--- config.mk ---
export PLATFORM = sky130hd
export DESIGN_NAME = pw_gated_mem
export DESIGN_NICKNAME = d
export VERILOG_FILES = /design/src/rtl/pw_gated_mem.sv
export SDC_FILE = /design/constraint.sdc
export NUM_CORES = 1
export LEC_CHECK = 0
export ABC_AREA = 1
export CAP_MARGIN = 30
export CELL_PAD_IN_SITES_DETAIL_PLACEMENT = 1
export CELL_PAD_IN_SITES_GLOBAL_PLACEMENT = 1
export CORE_MARGIN = 2
export CORE_UTILIZATION = 50
export DETAILED_ROUTE_END_ITERATION = 8
export HOLD_SLACK_MARGIN = 0.15
export PLACE_DENSITY = 0.94
export SLEW_MARGIN = 20
export SYNTH_ARGS = -nofsm -noshare
export SYNTH_HDL_FRONTEND = slang
export SYNTH_SLANG_ARGS = --single-unit
--- constraint.sdc ---
create_clock -name clk -period 6.07 [get_ports clk]
set_clock_uncertainty 0.15 [all_clocks]
set_input_delay 1.214 -clock clk [delete_from_list [all_inputs] [get_ports clk]]
set_output_delay 1.214 -clock clk [all_outputs]
set_load 0.01 [all_outputs]
--- src/rtl/pw_gated_mem.sv ---
// pw_gated_mem: access-controlled register-file memory that sits behind the
// password checker. It serves a valid/ready request port with a one-cycle
// response and an error flag. Access is granted by unlock_pulse. The block
// relocks on lock_req or after TIMEOUT idle cycles. Addresses at or above
// RO_BASE are write-protected. With CLEAR_ON_LOCK set, every lock event
// scrubs the whole array to zero before access can be granted again.
module pw_gated_mem #(
  parameter int DATA_W        = 8,
  parameter int ADDR_W        = 4,
  parameter int DEPTH         = 16,
  parameter int RO_BASE       = 12,
  parameter int TIMEOUT       = 1000,
  parameter int CLEAR_ON_LOCK = 0
) (
  input  logic              clk,
  input  logic              rst,
  input  logic              unlock_pulse,
  input  logic              lock_req,
  input  logic              req_valid,
  output logic              req_ready,
  input  logic              req_wr,
  input  logic [ADDR_W-1:0] req_addr,
  input  logic [DATA_W-1:0] req_wdata,
  output logic              rsp_valid,
  output logic [DATA_W-1:0] rsp_rdata,
  output logic              rsp_err,
  output logic              locked,
  output logic              clearing
);

  typedef enum logic [1:0] {
    ST_LOCKED = 2'd0,
    ST_OPEN   = 2'd1,
    ST_CLEAR  = 2'd2
  } state_t;

  // The idle counter only has to reach TIMEOUT-1. It keeps one bit when the
  // timeout is disabled or trivially short.
  localparam int CNT_W = (TIMEOUT > 1) ? $clog2(TIMEOUT) : 1;
  localparam logic [CNT_W-1:0] CNT_LAST =
    (TIMEOUT > 0) ? CNT_W'(TIMEOUT - 1) : '0;

  // Range checks use one extra bit so that DEPTH == 2**ADDR_W is representable.
  localparam logic [ADDR_W:0]   DEPTH_X   = (ADDR_W + 1)'(DEPTH);
  localparam logic [ADDR_W:0]   RO_X      = (ADDR_W + 1)'(RO_BASE);
  localparam logic [ADDR_W-1:0] LAST_ADDR = ADDR_W'(DEPTH - 1);

  state_t              state;
  state_t              state_next;
  logic [CNT_W-1:0]    idle_cnt;
  logic [ADDR_W-1:0]   scrub_addr;
  logic [DATA_W-1:0]   mem [DEPTH];

  logic                accept;
  logic                req_err;
  logic                idle_expire;
  logic                lock_event;
  logic [ADDR_W:0]     addr_x;

  // Request handshake. Requests stall only while the scrub sweep runs.
  assign req_ready = (state != ST_CLEAR);
  assign accept    = req_valid & req_ready;
  assign addr_x    = {1'b0, req_addr};

  // A request is judged against the state it meets at its accept edge.
  assign req_err = (state == ST_LOCKED)
                 | (addr_x >= DEPTH_X)
                 | (req_wr & (addr_x >= RO_X));

  // Expiry fires in the last idle cycle. A transaction or a fresh unlock in
  // that cycle restarts the window instead.
  assign idle_expire = (TIMEOUT > 0) && (state == ST_OPEN) &&
                       (idle_cnt == CNT_LAST) && !accept && !unlock_pulse;

  assign lock_event = (state == ST_OPEN) && (lock_req || idle_expire);

  assign locked   = (state != ST_OPEN);
  assign clearing = (state == ST_CLEAR);

  // State register.
  // NOTE: sequential state is updated with non-blocking assignments only, so
  // every flop samples the values from before the edge.
  always_ff @(posedge clk) begin
    if (rst) state <= ST_LOCKED;
    else     state <= state_next;
  end

  // Next-state decode. lock_req beats unlock_pulse, and CLEAR ignores both.
  // NOTE: state_next is given its hold value first, so no path can leave it
  // unassigned and infer a latch.
  always_comb begin
    state_next = state;
    case (state)
      ST_LOCKED: begin
        if (unlock_pulse && !lock_req) state_next = ST_OPEN;
      end
      ST_OPEN: begin
        if (lock_event) begin
          state_next = (CLEAR_ON_LOCK != 0) ? ST_CLEAR : ST_LOCKED;
        end
      end
      ST_CLEAR: begin
        if (scrub_addr == LAST_ADDR) state_next = ST_LOCKED;
      end
      default: state_next = ST_LOCKED;
    endcase
  end

  // Idle counter. It counts OPEN cycles without a transaction and sits at
  // zero outside OPEN, so entry into OPEN always starts from zero.
  always_ff @(posedge clk) begin
    if (rst || (TIMEOUT == 0) || (state != ST_OPEN) ||
        accept || unlock_pulse || lock_event) begin
      idle_cnt <= '0;
    end else begin
      idle_cnt <= idle_cnt + CNT_W'(1);
    end
  end

  // Scrub address. It stays at zero outside CLEAR and walks up to the last
  // word, where it stops without wrapping.
  always_ff @(posedge clk) begin
    if (rst || (state != ST_CLEAR)) begin
      scrub_addr <= '0;
    end else if (scrub_addr != LAST_ADDR) begin
      scrub_addr <= scrub_addr + ADDR_W'(1);
    end
  end

  // Storage array. It is written either by the scrub sweep or by an accepted
  // write that passed the access checks.
  // NOTE: the array deliberately has no reset. Its contents survive rst, and
  // a scrub interrupted by rst stays partial.
  always_ff @(posedge clk) begin
    if (!rst) begin
      if (state == ST_CLEAR) begin
        mem[scrub_addr] <= '0;
      end else if (accept && req_wr && !req_err) begin
        mem[req_addr] <= req_wdata;
      end
    end
  end

  // Response register. A response follows every accept by one cycle. A write
  // leaves the read data untouched, and with no response both fields hold.
  always_ff @(posedge clk) begin
    if (rst) begin
      rsp_valid <= 1'b0;
      rsp_rdata <= '0;
      rsp_err   <= 1'b0;
    end else begin
      rsp_valid <= accept;
      if (accept) begin
        rsp_err <= req_err;
        if (req_err)      rsp_rdata <= '0;
        else if (!req_wr) rsp_rdata <= mem[req_addr];
      end
    end
  end

endmodule

Word-level counts from Yosys, hierarchy flattened:

Memories as Yosys holds them, arrays and structs flattened.
Cells that the tools add are included.

* $lt $le $gt $ge: 2
* eq/ne operators: 11
* bitwise logic cells: 4
* reductions and logical operators: 21
* $add $sub $neg: 2
* mux-type cells: 16

Operators with widths (count)
* 8-bit 2-to-1 mux: 3
* 10-bit by 1-bit adder with 10-bit output, second input constant: 1
* 10-bit == test, second input constant: 1
* 1-bit 2-to-1 mux: 8
* 2-bit by 1-bit inequality test with 1-bit output, second input constant: 4
* 8-bit OR reduction: 1
* 1-bit logical AND: 7
* 1-bit logical OR: 6
* 2-bit 2-to-1 mux: 3
* 2-bit case mux with 3 select lines: 1
* 4-bit by 5-bit >= comparator with 1-bit output, second input constant: 1
* 4-bit by 1-bit adder with 4-bit output, second input constant: 1
* 4-bit == test, second input constant: 1
* 4-bit >= comparator, second input constant: 1
* 1-bit zero test: 4
* 4-bit 2-to-1 mux: 1
* 2-bit inequality test, second input constant: 2
* 4-bit inequality test, second input constant: 1
* 3-bit AND reduction: 1
* 1-bit AND: 2
* 2-bit by 1-bit == test with 1-bit output, second input constant: 1
* 2-bit == test, second input constant: 1
* 2-bit zero test: 1
* 1-bit OR: 2
* 2-bit AND reduction: 1

* memories: 1
* bits in writable memories: 128
* bits of input ports: 18
* flip-flop bits (word level): 26
* logic and storage cells: 63

Memories
* mem: words 16, width 8, rd ports 1, clocked after memory_dff 0, wr ports 1, RTL line 52 `logic [DATA_W-1:0] mem [DEPTH];`

Logic depth before layout (Yosys ltp):

Gate-level depths: netlist of the first run.

* depth after elaboration: 11
* gate-level depth with buffers: 10
* depth with buffers taken out: 9

Worst setup path before layout of the first run:

OpenSTA, ideal clock, no wires.

* path kind: input-to-reg
* start point: input req_addr[2]
* end point: memory mem[3][0] (enable)
* slack: 3.173 ns
* stages: 9
* arrival: 2.376 ns
* required time: 5.550 ns
* path buffers: 0
* setup time: 0.370 ns
* cell sequence: nand3_1 nand2_1 inv_1 nand2_1 nor3_4 inv_2 nor2_2 nand2_1 nor2_1

* longest elaborated chain between the ends: 11

Ends and longest elaborated chain
* start, declared: RTL line 22 `input logic [ADDR_W-1:0] req_addr,`
* 4-bit by 5-bit >= comparator with 1-bit output / 4-bit >= comparator (equally long branches): RTL line 67, 68
* 1-bit OR / 1-bit AND (equally long branches): RTL line 67, 68
* 1-bit OR: RTL line 68 `| (req_wr & (addr_x >= RO_X));`
* 1-bit zero test: RTL line 138 `end else if (accept && req_wr && !req_err) begin`
* 1-bit logical AND: RTL line 138
* 1-bit 2-to-1 mux: RTL line 138
* 1-bit 2-to-1 mux: RTL line 136 `if (state == ST_CLEAR) begin`
* 1-bit 2-to-1 mux: RTL line 135 `if (!rst) begin`
* 1-bit 2-to-1 mux (implied by the code): RTL line 139 `mem[req_addr] <= req_wdata;`
* 8-bit OR reduction (no line)
* 4-bit 2-to-1 mux (no line) / 1-bit 2-to-1 mux (equally long branches)
* end, declared: RTL line 52

Several ways; a longest one is shown, not always the timed one.

Worst setup path after layout of the first run:

* start point: input req_addr[3]
* end point: memory mem[7][2] (enable)

The elaborated chain is that of the path after synthesis.

==> results_dict.tcl, run 1 <==
set metrics [dict create \
    hold_buffers 0 \
    die-area_sq_um 13900 \
    h-tree-depth 4 \
    syn_avg_cell_area_sq_um 9.64 \
    synth.top_cell.area_share 0.593 \
    endpoint_kind "flip-flop" \
    syn-instance-count 672 \
    grt_pass1_vias 5288 \
    cellPowerDensity_nw_per_um2 309 \
    mostFrequentLayoutCell "nand2_1" \
    maxCapViolations 0 \
    grt_pass1_wl_microns 28600 \
    avgRoutedWirePerCell_microns 19.9 \
    grt_max_degree 67 \
    insertion_delay_ns 0.43 \
    post_cts_buffers 0 \
    yosys_warnings 0 \
    first_pass_iters 6 \
    period_share 0.687 \
    postRouteAntennaNets 0 \
    die_w_microns 118 \
    grt_use_total 0.275 \
    cts_buffer_depth 2 \
    cts_tree "yes" \
    diodes 0 \
    drv_slew 0 \
    setup-violations-final 0 \
    final_cell_mix "nand2_1, edfxtp_1, inv_1, nand3_1, conb_1" \
    placedCellCount 880 \
    startpoint_type "primary input" \
    totalWireLength_microns 18300 \
    cts_sinks 149 \
    finalSetupTns_ns 0 \
    max_freq_mhz 240 \
    ioPinCount 31 \
    num_vias 4934 \
    rsz0062_at_grt "no" \
    yosysUniqueCellTypes 25 \
    post-route-util 0.606 \
    core_sq_um 12600 \
    die_h_microns 118 \
    cts_resized 0 \
    slew-limit-headroom 0.359 \
    io_buffers 28 \
    antenna_found_initial 0 \
    start_util 0.513 \
    drc_errors 0 \
    cp.required_ns 5.98 \
    rows 41 \
    ctsRootBufferMaster "clkbuf_16" \
    path_max_fanout 12 \
    worstHoldPathType "flip-flop to flip-flop" \
    synthesis.area_sq_um 6480 \
    whs_ns 0.318 \
    worstPathArrival_ns 4.07 \
    peakVddDrop_uv 221 \
    p_leak_uw 0.00324 \
    drt_iter0_drc 502 \
    grt.overflow.total 0 \
    ys_seq_area_frac 0.658 \
    synth_top_area_cell "edfxtp_1" \
    dpl.hpwl_microns 10900 \
    path_clk_slew_ns 0.06 \
    vias_per_cell 5.39 \
    ys_top_cells_by_area "edfxtp_1, nand2_1, nand3_1" \
    fin_crit_ns 4.17 \
    place_congestion 0.799 \
    drive_gt1_frac 0.0673 \
    finalHoldViolCount 0 \
    nNetsFinal 749 \
    setup_ws_ns 1.90 \
    synth-seq-cells 149 \
    cts_made_buffers 17 \
    worstMarginPinSlew_ns 0.957 \
    post-place-ws_ns 1.55 \
    syn_to_final_growth_pct 18.1 \
    status "finished, final reports clean" \
    stdcell_count 915 \
    crit_type "primary input to flip-flop" \
]
## per-stage QoR
stage                     instance area, sq um  total power, uW
after floorplan                           6600             1210
after global placement                    6970             1240
after detailed placement                  6990             1250
after CTS                                 7610             2360
after global routing                      7650             2410
final                                     7650             2360
## cells by family (layout without fill, tap and decap cells)
group,Yosys count,in the layout,synth area share
AND/OR/NAND/NOR,353,353,0.232
buffers and inverters,150,189,0.0931
flip-flops,149,149,0.658
AO/OA/AOI/OAI,17,17,0.0139
other,2,34,0.00116
adder cells (fa/ha/maj),1,1,0.00193
## power by group
| part | internal (uW) | switching, uW |
|---|---|---|
| registers | 1110 | 3.55 |
| logic | 38.2 | 85.4 |
| clock network | 690 | 436 |
| total | 1840 | 525 |
## per-layer routing
layer | GRT usage | vias to the layer above | routed length [microns]
met5 | 0 | - | 0
met4 | 0.127 | 0 | 540
met3 | 0.0562 | 46 | 1120
met2 | 0.480 | 207 | 9510
met1 | 0.326 | 2438 | 7090
li1 | - | 2243 | -
## sequential cells by signal, indices dropped and copies added (netlist names)
signal / count
mem: 128
idle_cnt: 10
rsp_rdata: 8
rsp_err: 1
rsp_valid: 1
state: 1
## worst max-delay path: stages
cell	delay (ns)
clkdlybuf4s50_1	0.74
nand3_1	0.25
nand2_1	0.09
inv_1	0.09
nand2_1	0.11
nor3_4	0.37
inv_2	0.22
nor2_2	0.14
nand2_1	0.13
nor2_1	0.70
## final cells by class
cell class / count / area (sq um)
Clock inverter: 15 / 201
Clock buffer: 17 / 425
Sequential cell: 149 / 4260
Timing Repair Buffer: 35 / 340
Fill cell: 1423 / 4970
Tap cell: 172 / 215
Inverter: 122 / 458
Multi-Input combinational cell: 405 / 1750
## path summary, 6_finish.rpt
path	from	endpoint	slack, ns	depth (start not counted)
max	req_addr[3]	mem[7][2]	1.90	10
min	rsp_rdata[1]	rsp_rdata[1]	0.32	2
max reg2reg	state[0]	mem[7][2]	3.31	8
min reg2reg	rsp_rdata[1]	rsp_rdata[1]	0.32	2
## synthesized netlist by cell type
cell type and count:
nand2_1 203, edfxtp_1 128, inv_1 119, nand3_1 103, nor2_1 32, dfxtp_1 21
buf_2 14, a21oi_1 13, clkbuf_1 9, nand4_1 4, nor3_1 4, inv_2 3
nor3b_1 3, buf_4 2, buf_6 2, conb_1 2, o21ai_0 2, buf_1 1
ha_1 1, nor2_2 1, nor3_4 1, nor4_1 1, o21a_1 1, o21bai_1 1
or2_1 1
Power figures use the tool's default switching activity.
==> run 2: changes to the inputs <==
--- a/config.mk
+++ b/config.mk
@@ -10,10 +10,10 @@
 export CELL_PAD_IN_SITES_DETAIL_PLACEMENT = 1
 export CELL_PAD_IN_SITES_GLOBAL_PLACEMENT = 1
 export CORE_MARGIN = 2
-export CORE_UTILIZATION = 50
+export CORE_UTILIZATION = 47
 export DETAILED_ROUTE_END_ITERATION = 8
 export HOLD_SLACK_MARGIN = 0.15
-export PLACE_DENSITY = 0.94
+export PLACE_DENSITY = 0.9
 export SLEW_MARGIN = 20
 export SYNTH_ARGS = -nofsm -noshare
 export SYNTH_HDL_FRONTEND = slang
==> constraint.sdc (replaced) <==
create_clock -name clk -period 4.2 [get_ports clk]
set_clock_uncertainty 0.15 [all_clocks]
set_input_delay 0.84 -clock clk [delete_from_list [all_inputs] [get_ports clk]]
set_output_delay 0.84 -clock clk [all_outputs]
set_load 0.01 [all_outputs]
==> run 2 against run 1 <==
Against the previous run: first-iteration DRC count is 35% lower; core utilization is 3.4 points lower; sequential share of layout area about the same; non-clock buffer count grew 7; setup slack worse by 0.91 ns; largest power group is now registers; die area up 6.2%; sequential power is 45% higher; critical path depth did not move; total power rose by 40%; worst hold slack gained 0.0012 ns; final area about the same; highest routed layer unchanged.
==> results_dict.tcl, run 2 (synthesized netlist as in run 1, its figures left out) <==
set metrics [dict create \
    setup_ws_ns 0.990 \
    pwr-share-seq 0.487 \
    whs_ns 0.319 \
    num_vias 4741 \
    worstMarginPinSlew_ns 0.825 \
    maxCapViolations 0 \
    r2r_setup_slack_ns 1.55 \
    largest_register_ffs 128 \
    final_cell_mix "nand2_1, edfxtp_1, inv_1, nand3_1, conb_1" \
    place_congestion 0.820 \
    grt.overflow.total 0 \
    grt_max_degree 67 \
    crit_type "primary input to flip-flop" \
    crit_end "mem[11][5]" \
    path_delay_family "simple AND/OR/NAND/NOR gates" \
    path_buf_inv 3 \
    dpl.hpwl_microns 10900 \
    cp_common_cell "nand2_1" \
    postRouteAntennaNets 0 \
    die_h_microns 121 \
    totalWireLength_microns 16500 \
    worstHoldPathType "flip-flop to flip-flop" \
    cts_resized 0 \
    first_pass_iters 4 \
    start_util 0.485 \
    p_leak_uw 0.00325 \
    hold_buffers 0 \
    insertion_delay_ns 0.43 \
    endpoint_kind "flip-flop" \
    cellPowerDensity_nw_per_um2 432 \
    drt_iter0_drc 327 \
    top_regs "mem: 128 flops, idle_cnt: 10 flops, rsp_rdata: 8 flops" \
    antenna_found_initial 0 \
    status "finished, final reports clean" \
    die_w_microns 121 \
    die-area_sq_um 14700 \
    cts_buffer_depth 2 \
    diodes 0 \
    p_switching_uw 715 \
    peakVddDrop_uv 285 \
    io_buffers 28 \
    ioPinCount 31 \
    path_depth 10 \
    slew-limit-headroom 0.448 \
    setup-violations-final 0 \
    drive_gt1_frac 0.0667 \
    switching_share 0.217 \
    core_sq_um 13300 \
    rows 42 \
    avgRoutedWirePerCell_microns 17.8 \
    cts_sinks 149 \
    critPathSlowestCell "nor2_1" \
    critPathLaunch "req_addr[2]" \
    vias_per_cell 5.12 \
    intPower_uw 2590 \
    h-tree-depth 4 \
    cp.required_ns 4.11 \
    path_cells "clkdlybuf4s50_1, nand3_1, nand2_1, inv_1, nand2_1, nor3_4, inv_2, nor2_2, nand2_1, nor2_1" \
    finalSetupTns_ns 0 \
    fin_crit_ns 3.21 \
    top_register "mem" \
    mostFrequentLayoutCell "nand2_1" \
    grt_use_total 0.243 \
    critical-path-max-stage-delay_ns 0.65 \
    rr_worst_depth 8 \
    reg2reg_to "mem[11][5]" \
    path_clk_slew_ns 0.06 \
    comb_power_share 0.051 \
    drc_errors 0 \
    path_max_fanout 9 \
    max_freq_mhz 312 \
    post-place-ws_ns 0.557 \
    worstPathArrival_ns 3.12 \
    post_cts_buffers 0 \
    nNetsFinal 756 \
    grt_pass1_wl_microns 26300 \
    period_share 0.764 \
    clock_power_share 0.461 \
    grt_pass1_vias 5142 \
    cts_made_buffers 17 \
    rsz0062_at_grt "no" \
    syn_to_final_growth_pct 18.0 \
    cts_tree "yes" \
    ctsRootBufferMaster "clkbuf_16" \
    finalHoldViolCount 0 \
    startpoint_type "primary input" \
    r2r_start "state[0]" \
    drv_slew 0 \
]
## run 2: cell count changes in the layout (fill, tap and decap cells not counted)
cell and delta:
buf_12 -1, clkinvlp_4 +2, inv_6 -3, clkinv_2 +2, clkinv_4 -1, clkbuf_1 +1
nor2_1 +6, buf_4 +8, bufinv_16 -1, nor2_2 -6
## run 2: cell type report
cell class | instances | area, sq um
fillers | 1512 | 5700
flip-flops and latches | 149 | 4260
multi-input cells | 405 | 1730
inverters | 122 | 458
clock buffers | 18 | 429
repair buffers | 42 | 380
well taps | 176 | 220
clock inverters | 14 | 161
## run 2: worst min-delay path: stages (launching register included)
cell,delay (ns)
dfxtp_1,0.31
nand2_1,0.06
a21oi_1,0.06
## run 2: power by group through the flow
stage	combinational, uW	clock (uW)	sequential (uW)
after floorplan	106	0	1640
after global placement	156	0	1640
after detailed placement	166	0	1640
after CTS	169	1540	1610
after global routing	189	1590	1610
final	170	1520	1610
## run 2: worst min path at each step
stage,cells past startpoint,slack [ns],start,to
floorplan,2,0.29,idle_cnt[9],idle_cnt[9]
global route,2,0.35,rsp_rdata[3],rsp_rdata[3]
global placement,2,0.30,idle_cnt[9],idle_cnt[9]
detailed placement,2,0.31,rsp_rdata[3],rsp_rdata[3]
CTS,2,0.32,rsp_rdata[3],rsp_rdata[3]
finish,2,0.32,rsp_rdata[3],rsp_rdata[3]
## run 2: metal layers
layer  vias to the layer above  GRT usage  routed length [microns]
met5                         -          0                        0
met4                         0      0.115                      291
met3                        25     0.0555                      819
met2                       129      0.423                     8710
met1                      2332      0.283                     6690
li1                       2255          -                        -
## run 2: metrics by stage
step	utilization	power, uW	cells	instance area (sq um)
floorplan	-	1750	704	6600
global route	0.573	3390	926	7640
finish	0.573	3300	926	7640
detailed placement	0.528	1810	894	7050
CTS	0.573	3320	926	7640
global placement	0.528	1800	894	7050
==> run 3: changes to the inputs <==
--- a/config.mk
+++ b/config.mk
@@ -10,10 +10,10 @@
 export CELL_PAD_IN_SITES_DETAIL_PLACEMENT = 1
 export CELL_PAD_IN_SITES_GLOBAL_PLACEMENT = 1
 export CORE_MARGIN = 2
-export CORE_UTILIZATION = 47
+export CORE_UTILIZATION = 42
 export DETAILED_ROUTE_END_ITERATION = 8
 export HOLD_SLACK_MARGIN = 0.15
-export PLACE_DENSITY = 0.9
+export PLACE_DENSITY = 0.86
 export SLEW_MARGIN = 20
 export SYNTH_ARGS = -nofsm -noshare
 export SYNTH_HDL_FRONTEND = slang
==> constraint.sdc (replaced) <==
create_clock -name clk -period 2.65 [get_ports clk]
set_clock_uncertainty 0.15 [all_clocks]
set_input_delay 0.53 -clock clk [delete_from_list [all_inputs] [get_ports clk]]
set_output_delay 0.53 -clock clk [all_outputs]
set_load 0.01 [all_outputs]
==> run 3 against run 2 <==
Against the previous run: global-route usage down 1.5 points; critical endpoint is now mem[7][0]; final cell count up 2.9%; largest power group unchanged; routed wire length up 6.5%.
==> results_dict.tcl, run 3 (synthesized netlist as in run 1, its figures left out) <==
set metrics [dict create \
    drt_iter0_drc 329 \
    die-area_sq_um 16400 \
    seq_area_sq_um 4260 \
    cts_made_buffers 17 \
    syn_to_final_growth_pct 20.1 \
    setup-violations-final 0 \
    cts_sinks 149 \
    period_share 0.892 \
    place_congestion 0.833 \
    multiInputGateArea_sq_um 1730 \
    die_w_microns 128 \
    post_cts_buffers 0 \
    start_util 0.428 \
    setup_ws_ns 0.286 \
    worstMarginPinSlew_ns 0.534 \
    drc_errors 0 \
    critPathSlowestCell "clkdlybuf4s50_1" \
    crit_type "primary input to flip-flop" \
    ctsRootBufferMaster "clkbuf_16" \
    top_regs "mem: 128 flops, idle_cnt: 10 flops, rsp_rdata: 8 flops" \
    final_cell_mix "nand2_1, edfxtp_1, inv_1, nand3_1, conb_1" \
    drive_gt1_frac 0.0784 \
    postRouteAntennaNets 0 \
    post-route-cell-area_sq_um 7780 \
    slew-limit-headroom 0.644 \
    largest_register_ffs 128 \
    finalHoldViolCount 0 \
    worstHoldPathType "flip-flop to flip-flop" \
    mostFrequentLayoutCell "nand2_1" \
    worstPathArrival_ns 2.35 \
    path_cells "clkdlybuf4s50_1, nand3_1, nand2_1, inv_1, nand2_1, nor3_4, inv_2, nor2_2, nand2_1, nor2_1, buf_4" \
    avgRoutedWirePerCell_microns 18.4 \
    grt.overflow.total 0 \
    met3_length_microns 958 \
    placed_area_sq_um 7210 \
    h-tree-depth 4 \
    ioPinCount 31 \
    maxCapViolations 0 \
    antenna_found_initial 0 \
    num_vias 4818 \
    fillCellCount 1710 \
    grt_pass1_vias 5316 \
    p_total_uw 5190 \
    die_h_microns 128 \
    cts_tree "yes" \
    endpoint_kind "flip-flop" \
    rsz0062_at_grt "no" \
    drv_slew 0 \
    top_layer "met4" \
    nNetsFinal 771 \
    cp.required_ns 2.64 \
    cts_resized 0 \
    hold_buffers 0 \
    core_sq_um 15100 \
    insertion_delay_ns 0.43 \
    cp_common_cell "nand2_1" \
    hold_depth 2 \
    dr_wl_met2_microns 9220 \
    io_buffers 28 \
    diodes 0 \
    fin_crit_ns 2.36 \
    totalWireLength_microns 17600 \
    rr_worst_depth 9 \
    max_freq_mhz 423 \
    critical-path-max-stage-delay_ns 0.43 \
    startpoint_type "primary input" \
    first_pass_iters 4 \
    path_max_fanout 8 \
    grt_pass1_wl_microns 27600 \
    vias_per_cell 5.06 \
    cellPowerDensity_nw_per_um2 668 \
    peakVddDrop_uv 478 \
    top_register "mem" \
    wl_met1_microns 6940 \
    rows 45 \
    p_leak_uw 0.00334 \
    dpl.hpwl_microns 11600 \
    post-place-ws_ns -0.0890 \
    path_clk_slew_ns 0.06 \
    grt_max_degree 51 \
    cts_buffer_depth 2 \
    status "finished, final reports clean" \
    grt_use_total 0.227 \
]
[run 3: cell types whose count changed in the layout (fill, tap and decap cells not counted), sizes merged]
cell      change
clkinvlp      -4
clkinv        +4
buf          +15
[run 3: final timing paths]
check                  to    startpoint  slack (ns)
min          rsp_rdata[7]  rsp_rdata[7]        0.32
max reg2reg     mem[7][0]      state[0]        0.50
max             mem[7][0]   req_addr[3]        0.29
min reg2reg  rsp_rdata[7]  rsp_rdata[7]        0.32
[run 3: metal layers]
layer / global-route usage / up-vias
met1: 0.255 / 2366
met2: 0.402 / 132
met4: 0.101 / 0
li1: - / 2282
met5: 0 / -
met3: 0.0639 / 38
[run 3: report_power, final]
group	internal, uW	leakage (uW)	switching, uW
sequential	2540	0.00161	7.98
combinational	96.0	0.00145	190
clock	1450	0.000282	903
[run 3: stage by stage]
stage | util | setup TNS, ns | instances | hold slack [ns]
final | 0.513 | 0 | 953 | 0.318
after CTS | 0.513 | 0 | 953 | 0.317
after floorplan | - | 0 | 704 | 0.289
after global routing | 0.513 | 0 | 953 | 0.346
after detailed placement | 0.476 | -2.86 | 921 | 0.308
after global placement | 0.476 | 0 | 921 | 0.297
[run 3: final cells by class]
class	count	area share
tap	188	0.0302
timing repair buffer	57	0.0666
inverter	122	0.0589
sequential	149	0.548
clock inverter	14	0.0182
clock buffer	18	0.0552
multi-input combinational	405	0.223
[run 3: critical path, delay by kind of cell]
family | cells | cell delay, ns
simple gates | 7 | 1.01
buf+inv | 4 | 0.80
